$ cat config.mk
export PLATFORM = sky130hd
export DESIGN_NAME = mat_c_unloader
export DESIGN_NICKNAME = d
export VERILOG_FILES = /design/src/rtl/mat_pkg.sv /design/src/rtl/skid_fifo2.sv /design/src/rtl/mat_c_unloader.sv
export SDC_FILE = /design/constraint.sdc
export NUM_CORES = 1
export LEC_CHECK = 0
export CAP_MARGIN = 40
export CORE_MARGIN = 3
export CORE_UTILIZATION = 60
export CTS_BUF_LIST = sky130_fd_sc_hd__clkbuf_4 sky130_fd_sc_hd__clkbuf_8
export DETAILED_ROUTE_END_ITERATION = 8
export PLACE_DENSITY = 0.93
export SETUP_SLACK_MARGIN = 0.2
export SYNTH_ARGS = -nofsm -noshare
export SYNTH_HDL_FRONTEND = slang
export SYNTH_SLANG_ARGS = --single-unit
$ cat constraint.sdc
create_clock -name clk -period 5.35 [get_ports clk]
set_input_delay 0.8025 -clock clk [delete_from_list [all_inputs] [get_ports clk]]
set_output_delay 0.8025 -clock clk [all_outputs]
set_load 0.005 [all_outputs]
$ cat src/rtl/mat_pkg.sv
// Shared constants and FSM state type for the 8x8 signed matrix-multiply family.
package mat_pkg;
    localparam int DIM    = 8;
    localparam int A_W    = 8;
    localparam int C_W    = 19;
    localparam int ADDR_W = 6;
    localparam int SUM_W  = C_W + 6;

    typedef enum logic [1:0] {
        IDLE = 2'd0,
        RUN  = 2'd1,
        DONE = 2'd2
    } state_t;
endpackage

$ cat src/rtl/skid_fifo2.sv
// Two-entry synchronous FIFO; head is the oldest entry, count is 0..2.
module skid_fifo2 #(
    parameter int W = 26
) (
    input  logic         clk,
    input  logic         reset,
    input  logic         push,
    input  logic [W-1:0] push_data,
    input  logic         pop,
    output logic [1:0]   count,
    output logic [W-1:0] head
);
    logic [W-1:0] mem [2];
    logic         wr_ptr;
    logic         rd_ptr;

    always_ff @(posedge clk or negedge reset) begin
        if (!reset) begin
            mem[0] <= '0;
            mem[1] <= '0;
            wr_ptr <= 1'b0;
            rd_ptr <= 1'b0;
            count  <= 2'd0;
        end else begin
            if (push) begin
                mem[wr_ptr] <= push_data;
                wr_ptr      <= ~wr_ptr;
            end
            if (pop) rd_ptr <= ~rd_ptr;
            count <= count + 2'(push) - 2'(pop);
        end
    end

    assign head = mem[rd_ptr];
endmodule

$ cat src/rtl/mat_c_unloader.sv
// Streams the 64-entry C result RAM out on valid/ready, in row-major or storage
// order, and keeps a signed checksum of every word handed off.
module mat_c_unloader #(
    parameter int ROW_MAJOR = 1,
    parameter int C_W       = mat_pkg::C_W,
    parameter int ADDR_W    = mat_pkg::ADDR_W
) (
    input  logic                    clk,
    input  logic                    reset,
    input  logic                    start,
    output logic                    busy,
    output logic                    done,
    output logic                    rd_en,
    output logic [ADDR_W-1:0]       rd_addr,
    input  logic [C_W-1:0]          rd_data,
    output logic                    out_valid,
    input  logic                    out_ready,
    output logic signed [C_W-1:0]   out_data,
    output logic [ADDR_W-1:0]       out_idx,
    output logic                    out_last,
    output logic signed [C_W+5:0]   sum
);
    import mat_pkg::*;

    localparam int SW    = C_W + 6;
    localparam int H     = ADDR_W / 2;
    localparam int WORDS = 1 << ADDR_W;
    localparam int FW    = 1 + ADDR_W + C_W;

    state_t            state, state_nx;
    logic [ADDR_W:0]   k;
    logic              inflight;
    logic              inflight_last;
    logic [ADDR_W-1:0] inflight_addr;
    logic [1:0]        fcount;
    logic [FW-1:0]     fhead;
    logic [1:0]        occ;
    logic              pop;
    logic              start_ok;
    logic              reads_left;

    // Each FIFO entry carries its last flag and RAM address alongside the data.
    skid_fifo2 #(.W(FW)) u_fifo (
        .clk       (clk),
        .reset     (reset),
        .push      (inflight),
        .push_data ({inflight_last, inflight_addr, rd_data}),
        .pop       (pop),
        .count     (fcount),
        .head      (fhead)
    );

    assign out_valid = (fcount != 2'd0);
    assign out_last  = fhead[FW-1];
    assign out_idx   = fhead[C_W +: ADDR_W];
    assign out_data  = fhead[C_W-1:0];
    assign pop       = out_valid && out_ready;

    assign busy       = (state == RUN);
    assign done       = (state == DONE);
    assign start_ok   = (state == IDLE) && start;
    assign reads_left = !k[ADDR_W];

    // In-flight read counts toward occupancy so the FIFO can never overflow.
    assign occ   = fcount + {1'b0, inflight};
    assign rd_en = (state == RUN) && reads_left &&
                   ((occ <= 2'd1) || ((occ == 2'd2) && pop));

    // C[r][c] sits at 8*c + r, so row-major order swaps the two index halves.
    generate
        if (ROW_MAJOR != 0) begin : g_row
            assign rd_addr = {k[H-1:0], k[ADDR_W-1:H]};
        end else begin : g_col
            assign rd_addr = k[ADDR_W-1:0];
        end
    endgenerate

    always_comb begin
        state_nx = state;
        case (state)
            IDLE:    if (start) state_nx = RUN;
            RUN:     if (pop && out_last) state_nx = DONE;
            DONE:    state_nx = IDLE;
            default: state_nx = IDLE;
        endcase
    end

    always_ff @(posedge clk or negedge reset) begin
        if (!reset) begin
            state         <= IDLE;
            k             <= '0;
            inflight      <= 1'b0;
            inflight_last <= 1'b0;
            inflight_addr <= '0;
            sum           <= '0;
        end else begin
            state         <= state_nx;
            inflight      <= rd_en;
            inflight_addr <= rd_addr;
            inflight_last <= (k == (ADDR_W+1)'(WORDS - 1));
            if (start_ok)   k <= '0;
            else if (rd_en) k <= k + 1'b1;
            if (start_ok) sum <= '0;
            else if (pop) sum <= sum + SW'(out_data);
        end
    end
endmodule

## Word-level counts from Yosys, hierarchy flattened

Index checks and enable logic that the tools add are counted.

| word-level totals | value |
|---|---|
| input port bits | 23 |
| flip-flop bits (word level) | 98 |
| word-level logic and storage cells | 56 |
| output and inout port bits | 61 |

| cells by class | value |
|---|---|
| mux-type cells | 13 |
| reductions and logical operators | 14 |
| add/subtract/negate cells | 4 |
| bitwise logic cells | 4 |
| order comparisons | 4 |
| equal/unequal tests | 6 |

Operators by type and width:

| operator | number |
|---|---|
| 26-bit two-way mux | 4 |
| 52-bit bitwise mux | 1 |
| 25-bit two-way mux | 2 |
| 26-bit demux with 1-bit select | 1 |
| 25-bit by 19-bit adder with 25-bit output | 1 |
| 7-bit two-way mux | 2 |
| 7-bit by 1-bit adder with 7-bit output, second input constant | 1 |
| 7-bit by 6-bit equality test with 1-bit output, second input constant | 1 |
| 1-bit logical AND | 7 |
| 2-bit nonzero test | 3 |
| 2-bit equality test, second input constant | 2 |
| 2-bit greater-or-equal comparator, second input constant | 2 |
| 2-bit two-way mux | 2 |
| 1-bit inverter with 2-bit output | 2 |
| 2-bit one-hot mux with 2 select lines | 1 |
| 2-bit by 1-bit adder with 2-bit output | 1 |
| 2-bit by 1-bit equality test with 1-bit output, second input constant | 1 |
| 2-bit by 1-bit less-or-equal comparator with 1-bit output, second input constant | 1 |
| 2-bit logical NOT | 1 |
| 2-bit by 1-bit < comparator with 1-bit output, second input constant | 1 |
| 2-bit by 1-bit inequality test with 1-bit output, second input constant | 1 |
| 2-bit inequality test, second input constant | 1 |
| 1-bit inverter | 2 |
| 2-bit AND reduction | 1 |
| 3 further kinds | 3 |

## Logic depth before layout (Yosys ltp)

| logic depth | value |
|---|---|
| word-level depth | 7 |
| mapped depth | 13 |
| depth with buffers taken out | 11 |

## Cells and area by module

A second synthesis with hierarchy kept.

| unflattened totals | value |
|---|---|
| cells, all modules | 492 |
| area, all modules | 5476.5 um2 |

By module, submodules not included:

| module | times used | area each (um2) | cells each | sequential area each (um2) |
|---|---|---|---|---|
| mat_c_unloader | 1 | 2952.8 | 340 | 1051.0 |
| skid_fifo2 | 1 | 2523.7 | 152 | 1401.3 |

## Least setup slack after synthesis

No wires, ideal clock.

| timing | value |
|---|---|
| path type | register to register |
| start | register u_fifo.rd_ptr |
| end | register sum[22] |
| buffers on the path | 2 |
| path slack | 2.112 ns |
| data required time | 5.228 ns |
| clock period less this slack | 3.238 ns |
| arrival | 3.117 ns |
| library setup time | 0.122 ns |
| cell stages (with the launch flop) | 12 |
| cells stage by stage | dfrtp_1 -> clkbuf_1 -> buf_1 -> mux2_2 -> ha_1 -> a21o_1 -> a21oi_4 -> a21oi_2 -> o21ai_2 -> a311oi_1 -> or4_1 -> a32o_1 |

| between the ends | value |
|---|---|
| cells in the longest elaborated chain, start to end | 7 |

RTL lines:

| what | line | text |
|---|---|---|
| from (decl) | skid_fifo2.sv:15 | `logic rd_ptr;` |
| from (signal assigned) | skid_fifo2.sv:29 | `if (pop) rd_ptr <= ~rd_ptr;` |
| 1-bit inverter with 2-bit output (implied by the code) | skid_fifo2.sv:34 | `assign head = mem[rd_ptr];` |
| 26-bit two-way mux (implied by the code) (3 in series) | skid_fifo2.sv:34 |  |
| named net out_data[4] | mat_c_unloader.sv:18 | `output logic signed [C_W-1:0] out_data,` |
| 25-bit by 19-bit adder with 25-bit output | mat_c_unloader.sv:104 | `else if (pop) sum <= sum + SW'(out_data);` |
| 25-bit two-way mux | mat_c_unloader.sv:104 |  |
| 25-bit two-way mux | mat_c_unloader.sv:103 | `if (start_ok) sum <= '0;` |
| to (signal assigned) | mat_c_unloader.sv:104 |  |
| to (decl) | mat_c_unloader.sv:21 | `output logic signed [C_W+5:0] sum` |

The timed path passes the listed nets, and every way through them passes these cells. The select of a mux whose other input is x is not followed.
A chain may end at the register's enable or synchronous reset.

## Worst setup path in the final report

| timing | value |
|---|---|
| start | input out_ready |
| end | output rd_en |

| between the ends | value |
|---|---|
| cells in the longest elaborated chain, start to end | 4 |

RTL lines:

| what | line | text |
|---|---|---|
| from (decl) | mat_c_unloader.sv:17 | `input logic out_ready,` |
| 1-bit logical AND | mat_c_unloader.sv:57 | `assign pop = out_valid && out_ready;` |
| 1-bit logical AND | mat_c_unloader.sv:67 | `((occ <= 2'd1) \|\| ((occ == 2'd2) && pop));` |
| 1-bit logical OR | mat_c_unloader.sv:67 |  |
| 1-bit logical AND | mat_c_unloader.sv:66 | `assign rd_en = (state == RUN) && reads_left &&` |
| to (decl) | mat_c_unloader.sv:13 | `output logic rd_en,` |

Every way passes these cells.

==> metrics.md <==
| Metric | Value |
|---|---|
| Clock transition at path regs | around 0.12 ns |
| Clk Latency, worst-skew pair | 0.38 ns |
| Cell family with most CP delay | buffers and inverters |
| First-pass GRT wire length | between 20000 and 25000 µm |
| Post-synth EDFFs | 0 |
| Final-stage net count | about 640 |
| Worst-Margin Slew | 0.852 ns |
| Die span in y | between 100 and 150 µm |
| Max stage delay on crit path | around 0.61 ns |
| RSZ-0062 raised after global routing | false |
| Worst Path Max Fanout | 20 |
| CP required | about 4.6 ns |
| HP Class | in2async |
| Sinks on Clock Net | a little under 100 |
| Vias in the first global route | approximately 4.5k |
| H-tree depth | 3 |
| DR pass1 iterations | 5 |
| Max Root-Sink Buffers | 2 |
| Post-synth top area share | between 40% and 50% |
| Tcrit/Tclk final | roughly two thirds |
| CP Class | in2out |
| Syn_area_per_cell | 10.7 µm² |
| Core Footprint | 8760 µm² |
| Post-synth ARST share | between 90% and 100% |
| Layout Skew | around 0.018 ns |
| R2R cell count | 11 |
| CTS Buf Count | 9 |
| Final WL | between 10000 and 15000 µm |
| Share of cells above drive strength 1 | 19.3% |
| Die area | 10300 µm² |
| Critical Path Source Type | input pin |
| Final core utilization | between 70 and 80% |
| Sequential area share after synthesis | between 40% and 50% |
| Setup ws final | between 1.5 and 2 ns |
| Max stage delay cell, worst path | clkdlybuf4s50_1 |
| Worst r2r src | u_fifo.rd_ptr$_DFFE_PN0P_ |
| Critical path buffer and inverter count | 3 |
| Worst Path Arrival | 2.87 ns |
| Via count | between 4k and 5k |
| Initial Util | between 60% and 70% |
| Library cells used by synthesis | 56 |
| GP Congestion | 0.984 |
| CTS tree | built |
| Port buffer count | between 80 and 90 |
| DIE WIDTH | 101 µm |
| Antenna violations before repair | 0 |
| DRC | 0 |
| Via/cell ratio | 6.21 |
| Number of synthesized register bits | approximately 100 |
| Wire per inst | between 15 and 20 µm |
| F_max | between 200 and 300 MHz |
| Syn. warnings | 0 |
| Clk root buf | clkbuf_8 |
| Synth-to-Final Area Change | 20.7% |
| Ys flop type | dfrtp_1 |
| Setup TNS | 0 ns |
| Syn Inst Count | between 500 and 600 |
| Flop2flop setup slack | around 1.7 ns |
| Status | completed |
| CP cell instances | clkdlybuf4s50_1 -> o21ai_1 -> buf_4 -> nor2_1 -> o21ai_0 -> nor2_1 -> clkdlybuf4s50_1 |
| Hold-fix buffers at CTS | 0 |
| Overall Global Routing Usage | about 28% |
| Final ANT Viol Nets | 0 |
| Normalized max-slew margin | 43.0% |
| Post-Layout Cell Count | around 700 |
| CTS resizes | 0 |
| Endpoints failing setup | 0 |
| Initial DRC count | 268 |
| HPWL Detailed | approximately 10000 µm |
| Final Max Tran Viols | 0 |
| Type of destination of the critical path | output port |
| Max-cap viol count | 0 |
| Filler Cells Inserted | 595 |
| Maximum number of pins on one net before global-route repair | 65 |
| Setup Fix Bufs, Post-CTS | 0 |
| Cell Count Post-Placement | 682 |
| Rows | 34 |
| Area contributors post-synth | dfrtp_1, mux2_2, ha_1 |
| Syn nets | 564 |
| Crit path time final | roughly 3.7 ns |
| Boundary Pins | 84 |
| Pre-CTS setup slack | ~1.7 ns |
| Hold Violations, Final | 0 |
| Ant. Diodes | 0 |
| Synthesized area | 5460 µm² |
| Area leader, netlist | dfrtp_1 |
| RR Endpoint | sum[24]$_DFFE_PN0P_ |
| Global route overflow | 0 |
==> cell usage after synthesis (7+ instances only) <==
cell type,n
a21o_1,11
a21oi_1,29
buf_4,7
clkbuf_1,18
dfrtp_1,98
ha_1,27
inv_1,8
mux2_2,76
nand2_1,42
nand3_1,9
nand4_1,8
nor2_1,34
nor3_1,12
o21ai_0,13
o21ai_1,10
xnor2_1,15
xor2_1,8
==> layer usage <==
metal | vias up | part of all wire, % | global-route usage (%)
li1 | 1996 | - | -
met1 | 2143 | 42 | 35.6
met2 | 164 | 50 | 47.5
met3 | 33 | 6.2 | 5.51
met4 | 0 | 2.2 | 9.82
met5 | - | 0 | 0
==> registers in the layout, indices dropped and copies added, names as in the netlist <==
register       flops
u_fifo.rd_ptr      1
k                  7
u_fifo.count       2
inflight_addr      6
inflight_last      1
u_fifo.mem        52
state              2
inflight           1
sum               25
u_fifo.wr_ptr      1
==> stage by stage <==
| stage | hold WS (ns) | area (µm²) |
|---|---|---|
| finish | 0.360 | 6590 |
| global route | 0.387 | 6590 |
| CTS | 0.380 | 6590 |
| detailed placement | 0.440 | 6360 |
| global placement | 0.436 | 6330 |
| floorplan | 0.410 | 5460 |
==> final cells by class <==
class,instances,area [µm²],area share [%]
timing repair buffer,89,888,13.5
clock inverter,7,108,1.63
multi-input combinational,378,2850,43.3
tap,108,135,2.05
clock buffer,9,124,1.88
sequential,98,2450,37.2
inverter,9,33.8,0.512
==> kinds of logic (layout without fill, tap and decap cells) <==
family	Yosys count	in the layout	synth area share [%]
AOI/OAI and AO/OA	112	112	13.6
xor gates and xnor gates	23	23	3.69
adders and majority gates	28	28	6.55
buffers and inverters	37	114	3.18
DFF	98	98	44.9
muxes	80	80	16.4
and+or+nand+nor	135	135	11.7
==> cell usage in the layout (no fill, tap or decap), types with 2 or more instances in the layout <==
cell type,n
nand4_1,8
a21boi_0,2
o21bai_1,6
o211ai_1,5
nor3_1,12
and3_1,5
buf_4,5
clkinv_8,3
o21a_1,5
a21oi_1,29
clkbuf_8,9
mux2i_1,4
xor2_1,8
or3_1,5
a211o_1,2
dfrtp_1,98
o21ai_1,11
clkdlybuf4s50_1,82
nor4_1,3
buf_8,2
o31ai_1,3
xnor2_1,15
or4_1,2
mux2_2,76
ha_1,27
a31oi_1,5
o21ai_0,12
nor2_1,34
a21o_1,11
inv_6,2
nand2_1,42
nor2b_1,5
o21ai_2,3
a21oi_2,3
nand3_1,9
inv_1,8
a211oi_1,5
==> how the worst max path moves through the flow <==
stage | start | endpoint | cells after the start
floorplan | u_fifo.rd_ptr$_DFFE_PN0P_ | sum[22]$_DFFE_PN0P_ | 11
global placement | out_ready | rd_en | 7
detailed placement | out_ready | rd_en | 7
CTS | out_ready | rd_en | 7
global route | u_fifo.rd_ptr$_DFFE_PN0P_ | sum[24]$_DFFE_PN0P_ | 11
finish | out_ready | rd_en | 7
Power is not shown: default switching activity piles up to over one toggle a cycle in this logic, so the estimate is an artifact.
